--- src/rtl/ffe_weight_loader.sv ---
// FFE weight loader: walks every (lane, tap), reads its weight from an
// external table and writes it through the wme inst/data/exec strobe.
//
// Ports:
//   clk, rstb             clock, async active-low reset
//   start, abort          begin a full load / stop a load in progress
//   setup/exec/hold_cycles  strobe spacing, 0 treated as 1
//   wt_raddr, wt_rdata    weight table read port {w_idx, d_idx}
//   wme_ffe_inst/data/exec  write interface to the weight manager
//   busy, done, aborted   load status
module ffe_weight_loader #(
  parameter int LENGTH           = 10,
  parameter int CHANNEL_WIDTH    = 16,
  parameter int WEIGHT_PRECISION = 10,
  parameter int DW               = $clog2(LENGTH),
  parameter int WW               = $clog2(CHANNEL_WIDTH),
  parameter int CNT_W            = 16
) (
  input  logic                        clk,
  input  logic                        rstb,
  input  logic                        start,
  input  logic                        abort,
  input  logic [CNT_W-1:0]            setup_cycles,
  input  logic [CNT_W-1:0]            exec_cycles,
  input  logic [CNT_W-1:0]            hold_cycles,
  output logic [WW+DW-1:0]            wt_raddr,
  input  logic [WEIGHT_PRECISION-1:0] wt_rdata,
  output logic [WW+DW:0]              wme_ffe_inst,
  output logic [WEIGHT_PRECISION-1:0] wme_ffe_data,
  output logic                        wme_ffe_exec,
  output logic                        busy,
  output logic                        done,
  output logic                        aborted
);

  typedef enum logic [2:0] {
    S_IDLE,
    S_READ,
    S_SETUP,
    S_EXEC,
    S_HOLD,
    S_DONE
  } state_t;

  localparam logic [DW-1:0] D_LAST = DW'(LENGTH - 1);
  localparam logic [WW-1:0] W_LAST = WW'(CHANNEL_WIDTH - 1);
  localparam logic [CNT_W-1:0] ONE = CNT_W'(1);

  state_t           state;
  state_t           nxt;
  logic [CNT_W-1:0] cnt;
  logic [CNT_W-1:0] cnt_val;
  logic             cnt_ld;
  logic [DW-1:0]    d_idx;
  logic [WW-1:0]    w_idx;
  logic             last;

  function automatic logic [CNT_W-1:0] clamp1(
    input logic [CNT_W-1:0] v
  );
    return (v == '0) ? ONE : v;
  endfunction

  assign last     = (d_idx == D_LAST) && (w_idx == W_LAST);
  assign wt_raddr = {w_idx, d_idx};

  always_comb begin
    nxt     = state;
    cnt_ld  = 1'b0;
    cnt_val = '0;
    unique case (state)
      S_IDLE: if (start) nxt = S_READ;
      S_READ: begin
        nxt     = S_SETUP;
        cnt_ld  = 1'b1;
        cnt_val = clamp1(setup_cycles);
      end
      S_SETUP: if (cnt == ONE) begin
        nxt     = S_EXEC;
        cnt_ld  = 1'b1;
        cnt_val = clamp1(exec_cycles);
      end
      S_EXEC: if (cnt == ONE) begin
        nxt     = S_HOLD;
        cnt_ld  = 1'b1;
        cnt_val = clamp1(hold_cycles);
      end
      S_HOLD: if (cnt == ONE) begin
        nxt = last ? S_DONE : S_READ;
      end
      S_DONE: nxt = S_IDLE;
      default: nxt = S_IDLE;
    endcase
    if (abort && state != S_IDLE) begin
      nxt    = S_IDLE;
      cnt_ld = 1'b0;
    end
  end

  always_comb begin
    busy = 1'b0;
    done = 1'b0;
    unique case (1'b1)
      state == S_DONE: done = 1'b1;
      state == S_IDLE: busy = 1'b0;
      default:         busy = 1'b1;
    endcase
  end

  always_ff @(posedge clk or negedge rstb) begin
    if (!rstb) begin
      state        <= S_IDLE;
      cnt          <= '0;
      d_idx        <= '0;
      w_idx        <= '0;
      wme_ffe_inst <= '0;
      wme_ffe_data <= '0;
      wme_ffe_exec <= 1'b0;
      aborted      <= 1'b0;
    end else begin
      state        <= nxt;
      wme_ffe_exec <= (nxt == S_EXEC);
      if (cnt_ld) begin
        cnt <= cnt_val;
      end else if (cnt > ONE) begin
        cnt <= cnt - ONE;
      end
      if (state == S_IDLE && start) begin
        d_idx   <= '0;
        w_idx   <= '0;
        aborted <= 1'b0;
      end
      if (state != S_IDLE && abort) begin
        aborted <= 1'b1;
      end
      if (state == S_READ && nxt == S_SETUP) begin
        wme_ffe_data <= wt_rdata;
        wme_ffe_inst <= {1'b0, w_idx, d_idx};
      end
      // Tap is the inner loop; the final weight rewinds to (0,0).
      if (state == S_HOLD && (nxt == S_READ || nxt == S_DONE)) begin
        if (d_idx == D_LAST) begin
          d_idx <= '0;
          w_idx <= (w_idx == W_LAST) ? '0 : w_idx + WW'(1);
        end else begin
          d_idx <= d_idx + DW'(1);
        end
      end
    end
  end

endmodule

--- config.mk ---
export PLATFORM = sky130hd
export DESIGN_NAME = ffe_weight_loader
export DESIGN_NICKNAME = d
export VERILOG_FILES = /design/src/rtl/ffe_weight_loader.sv
export SDC_FILE = /design/constraint.sdc
export NUM_CORES = 1
export LEC_CHECK = 0
export ABC_AREA = 0
export BUFFER_PORTS_ARGS = -buffer_cell sky130_fd_sc_hd__buf_2
export CORE_ASPECT_RATIO = 1.2
export CORE_MARGIN = 3
export CORE_UTILIZATION = 55
export CTS_BUF_LIST = sky130_fd_sc_hd__clkbuf_2 sky130_fd_sc_hd__clkbuf_4 sky130_fd_sc_hd__clkbuf_8
export DETAILED_ROUTE_END_ITERATION = 12
export MAX_ROUTING_LAYER = met4
export PLACE_DENSITY = 0.82
export SLEW_MARGIN = 20
export SYNTH_ARGS = -nofsm -noshare
export SYNTH_HDL_FRONTEND = slang
export SYNTH_SLANG_ARGS = --single-unit
export TNS_END_PERCENT = 100
--- constraint.sdc ---
create_clock -name clk -period 3.8 [get_ports clk]
set_input_delay 0.57 -clock clk [delete_from_list [all_inputs] [get_ports clk]]
set_output_delay 0.57 -clock clk [all_outputs]
set_load 0.03 [all_outputs]
; Word-level counts from Yosys, hierarchy flattened
; Cells that the tools add are included.
[op_classes]
n_reduce_logical = 16
n_eq_ne = 12
addsub = 3
magnitude_cmp = 1
muxes = 29
[op_table]
columns = cell, count
row1 = 16-bit two-way mux, 7
row2 = 16-bit logical NOT, 3
row3 = 16-bit one-hot mux with 3 select lines, 1
row4 = 4-bit two-way mux, 7
row5 = 3-bit two-way mux, 6
row6 = "16-bit by 1-bit equality test with 1-bit output, second input constant", 1
row7 = "16-bit by 1-bit > comparator with 1-bit output, second input constant", 1
row8 = "16-bit by 1-bit subtractor with 16-bit output, second input constant", 1
row9 = 3-bit one-hot mux with 5 select lines, 1
row10 = "3-bit by 2-bit equality test with 1-bit output, second input constant", 4
row11 = "3-bit equality test, second input constant", 3
row12 = "4-bit by 1-bit adder with 4-bit output, second input constant", 2
row13 = "4-bit equality test, second input constant", 2
row14 = "3-bit by 1-bit equality test with 1-bit output, second input constant", 2
row15 = 1-bit two-way mux, 6
row16 = 2-bit nonzero test, 3
row17 = 1-bit logical AND, 5
row18 = 2-bit OR reduction, 2
row19 = 3-bit logical NOT, 1
row20 = 3-bit nonzero test, 1
row21 = 1-bit one-hot mux with 2 select lines, 1
row22 = 1-bit logical OR, 1
[word_totals]
regBits = 47
input_bits = 62
elab_cells = 69
output_inout_bits = 31

; Longest topological paths before layout
[logic_depth]
depth_word = 10
depth_mapped = 9
depth_no_buf = 8

; Least setup slack after synthesis
; No wires, ideal clock.
[synth_timing]
path_kind = input to register
from = input port abort
to = register wme_ffe_data[0]
path_slack_ns = 1.810
arrival_time_ns = 1.866
n_path_buf = 2
cell_stages = 4
required_ns = 3.675
path_cell_list = clkbuf_1 nor3_2 buf_2 mux2_2
[synth_between]
elab_chain_cells = 4
[synth_rtl]
columns = element, line
row1 = from (decl), 22  ; input logic abort,
row2 = 1-bit logical AND, 94  ; if (abort && state != S_IDLE) begin
row3 = 3-bit two-way mux, 94
row4 = 3-bit by 2-bit equality test with 1-bit output, 136  ; if (state == S_READ && nxt == S_SETUP) begin
row5 = 1-bit logical AND, 136
row6 = to (signal assigned), 137  ; wme_ffe_data <= wt_rdata;
row7 = to (decl), 29  ; output logic [WEIGHT_PRECISION-1:0] wme_ffe_data,
; Every way passes these cells.
; A chain may end at the register's enable or synchronous reset.

; Worst setup path after layout
[layout_timing]
from = register cnt[1]
to = register cnt[12]
[layout_between]
elab_chain_cells = 5
word_cells_on_any_way = 12
classes_between = 1 x add/sub / 1 x order compare / 1 x eq/ne / 8 x mux / 1 x reduce/logical
[layout_rtl]
columns = element, line
row1 = from (decl), 51  ; logic [CNT_W-1:0] cnt;
row2 = from (signal assigned), 124  ; cnt <= cnt_val;
row3 = from (signal assigned), 126  ; cnt <= cnt - ONE;
row4 = branches (longest 5 deep; another with 16-bit by 1-bit subtractor with 16-bit output), n/a
; Parallel ways; which one is timed is not known. The select of a mux whose other input is x is not followed.

==> flow_summary_export.csv <==
group,metric,value,unit
global_route,track_usage,26.1,%
global_route,overflow,0,
sta,fmax,352,MHz
sta,tns,0,ns
critical_path,crit_type,"flop to flop",
floorplan,rows,28,
final_layout,num_antenna_cells,0,
pwr,power.leakage,1.57,nW
hold_path,hp-class,"input pin to async pin",
critical_path,critPathMaxStageDelay,0.52,ns
pwr,p_sw,0.843,mW
place,portBuffers,91,
yosys,yosysWarnings,0,
critical_path,crit_chain,"inv_1 > ha_1 > nor4b_2 > and4_1 > a21oi_1 > nand2b_1 > a221oi_1 > a22oi_1",
critical_path,r2r_cells,8,
floorplan,die_w,72.0,um
sta,slew_headroom,43.1,%
clock_tree,cts_buffers,5,
detailed_routing,vias,2712,
yosys,synth_edf_count,0,
run_status,status,"complete, no violations",
yosys,syn_nets,361,
clock_tree,clock_latency,0.30,ns
critical_path,path_delay_family,"simple AND/OR/NAND/NOR gates",
sta,worst_clock_skew,0.00605,ns
sta,min_period_over_period,74.8,%
global_route,antenna_found_initial,0,
yosys,ys_ff_latch,47,
sta,report.final.hold_viol_count,0,
place,place_congestion,0.903,
detailed_routing,vias_per_cell,6.15,
yosys,ys_types,54,
yosys,async_flop_share,100,%
clock_tree,clk_pin_slew,0.09,ns
detailed_routing,wirelength,7.65,mm
clock_tree,hold_buffers,0,
yosys,syn_inst,294,
critical_path,crit_slowest_cell,"nand2b_1",
final_layout,areaGrowthSynthToFinish,19.7,%
clock_tree,tritoncts,"done",
detailed_routing,routedWlPerCell,17.3,um
clock_tree,clock_path_buffers,2,
final_layout,num-nets-final,447,
final_layout,n_fill_cell,399,
floorplan,die-height,85.2,um
detailed_routing,route.detailed.drc,0,
sta,min_period,2.84,ns
yosys,avgSynthCellArea,9.77,um^2
yosys,synth_flop_cell,"dfrtp_1",
sta,setup_viol,0,
sta,worstMarginPinSlew,0.850,ns
final_layout,fin_util,69.1,%
critical_path,arrival,3.00,ns
clock_tree,clock-sinks,47,
detailed_routing,ant_nets,0,
floorplan,ioPinCount,93,
place,dp_hpwl,5.87,mm
final_layout,drive_gt1_share,34.6,%
detailed_routing,drtIter0Drc,229,
floorplan,dieArea,6130,um^2
pwr,ir_drop,0.000483,V
final_layout,final_common_cell,"buf_2",
pwr,power_density,570,nW/um^2
critical_path,cp-start-kind,"flop",
detailed_routing,detail_route.first_pass.iterations,5,
critical_path,crit_cells,8,
floorplan,start_util,57.7,%
final_layout,mostFrequentLayoutCells,"buf_2, dfrtp_1, a21oi_1, nand2_1, nor2_1",
clock_tree,postCtsSetupBuffers,0,
clock_tree,htreeDepth,2,
global_route,grt_max_degree,48,
yosys,synth_area,2870,um^2
global_route,grt_pass1_wl,12.2,mm
pwr,internal-power,1.12,mW
yosys,ys_seq_area_share,41.0,%
run,max_cap_viol_count,0,
pwr,power_frac_clock,15.6,%
critical_path,crit_buf_inv,1,
critical_path,worst-path-max-fanout,22,
global_route,first_global_vias,2549,
floorplan,core_area,4970,um^2
critical_path,end_kind,"flop",
pwr,p_sw_share,43.0,%
critical_path,required,3.95,ns
pwr,seqPwrFrac,42.3,%
clock_tree,ctsResizeCount,0,
pwr,power_frac_comb,42.1,%
sta,maxSlewViolCount,0,
sta,rsz0062_at_grt,"false",
clock_tree,root_buffer,"clkbuf_8",
## power groups by stage
stage | registers, mW | logic, mW | clock network [mW]
detailed placement | 0.836 | 0.818 | 0
global placement | 0.824 | 0.804 | 0
global route | 0.850 | 0.903 | 0.332
CTS | 0.827 | 0.823 | 0.309
floorplan | 0.916 | 0.508 | 0
finish | 0.828 | 0.824 | 0.306
## registers in the layout, indices dropped and copies added, names as in the netlist
register / flops
cnt: 16
d_idx: 4
wme_ffe_data: 10
wme_ffe_inst: 8
aborted: 1
w_idx: 4
state: 3
wme_ffe_exec: 1
## area by class of cell
class	count	area, um^2	area share, %
Multi-Input combinational cell	230	1620	47.0
Clock inverter	3	20.0	0.583
Clock buffer	5	68.8	2.00
Timing Repair Buffer	92	465	13.5
Inverter	4	15.0	0.437
Tap cell	60	75.1	2.18
Sequential cell	47	1180	34.2
## per-layer routing
metal / vias up / part of all wire, % / track usage (%) / wire, um
li1: 1281 / - / - / -
met2: 130 / 50 / 41.5 / 3860
met3: 11 / 7.5 / 4.50 / 574
met4: 0 / 1.7 / 7.86 / 133
met1: 1290 / 40 / 34.0 / 3080
met5: - / 0 / - / 0
## through the flow
step / hold slack (ns) / power (mW) / setup WS (ns) / cells / cell area, um^2
after floorplan: 0.274 / 1.42 / 1.81 / 294 / 2870
final: 0.259 / 1.96 / 0.957 / 441 / 3440
after CTS: 0.477 / 1.96 / 0.999 / 441 / 3430
after global routing: 0.288 / 2.09 / 0.645 / 441 / 3440
after global placement: 0.464 / 1.63 / 1.13 / 433 / 3340
after detailed placement: 0.477 / 1.65 / 1.05 / 433 / 3340
## path summary, 6_finish.rpt
path / from / endpoint / slack [ns]
setup reg to reg: cnt[1] / cnt[12] / 0.96
setup / recovery: cnt[1] / cnt[12] / 0.96
hold / removal: rstb / wme_ffe_data[9] / 0.26
hold reg to reg: wme_ffe_data[1] / wme_ffe_data[1] / 0.50
min in group clk: wt_rdata[2] / wme_ffe_data[2] / 0.48
max in group asynchronous: rstb / wme_ffe_exec / 3.14
## cell usage after synthesis, drive strengths merged (4+ instances only)
cell	number	area share [%]
mux2	18	7.1
nor2	20	2.7
nand3	8	1.7
inv	4	0.52
xnor2	10	3.0
buf	8	1.6
dfrtp	47	41
a21oi	35	6.1
nand4	6	1.5
o21ai	10	1.7
clkbuf	5	0.65
nand2	24	3.1
xor2	6	1.8
ha	5	2.2
a22oi	7	1.8
nand2b	6	1.3
a221oi	6	1.8
nor4	17	5.5
nor3	13	3.7
## cell families (layout without fill, tap and decap cells)
| family | after synthesis | after routing | synth area share [%] |
|---|---|---|---|
| adders and majority gates | 5 | 5 | 2.18 |
| other | 1 | 1 | 0.131 |
| AOI/OAI and AO/OA | 76 | 76 | 16.5 |
| xor gates and xnor gates | 16 | 16 | 4.88 |
| muxes | 19 | 19 | 7.41 |
| buffers and inverters | 17 | 104 | 2.79 |
| DFF | 47 | 47 | 41.0 |
| and+or+nand+nor | 113 | 113 | 25.1 |
No activity file was read; power rests on OpenSTA's default activity.
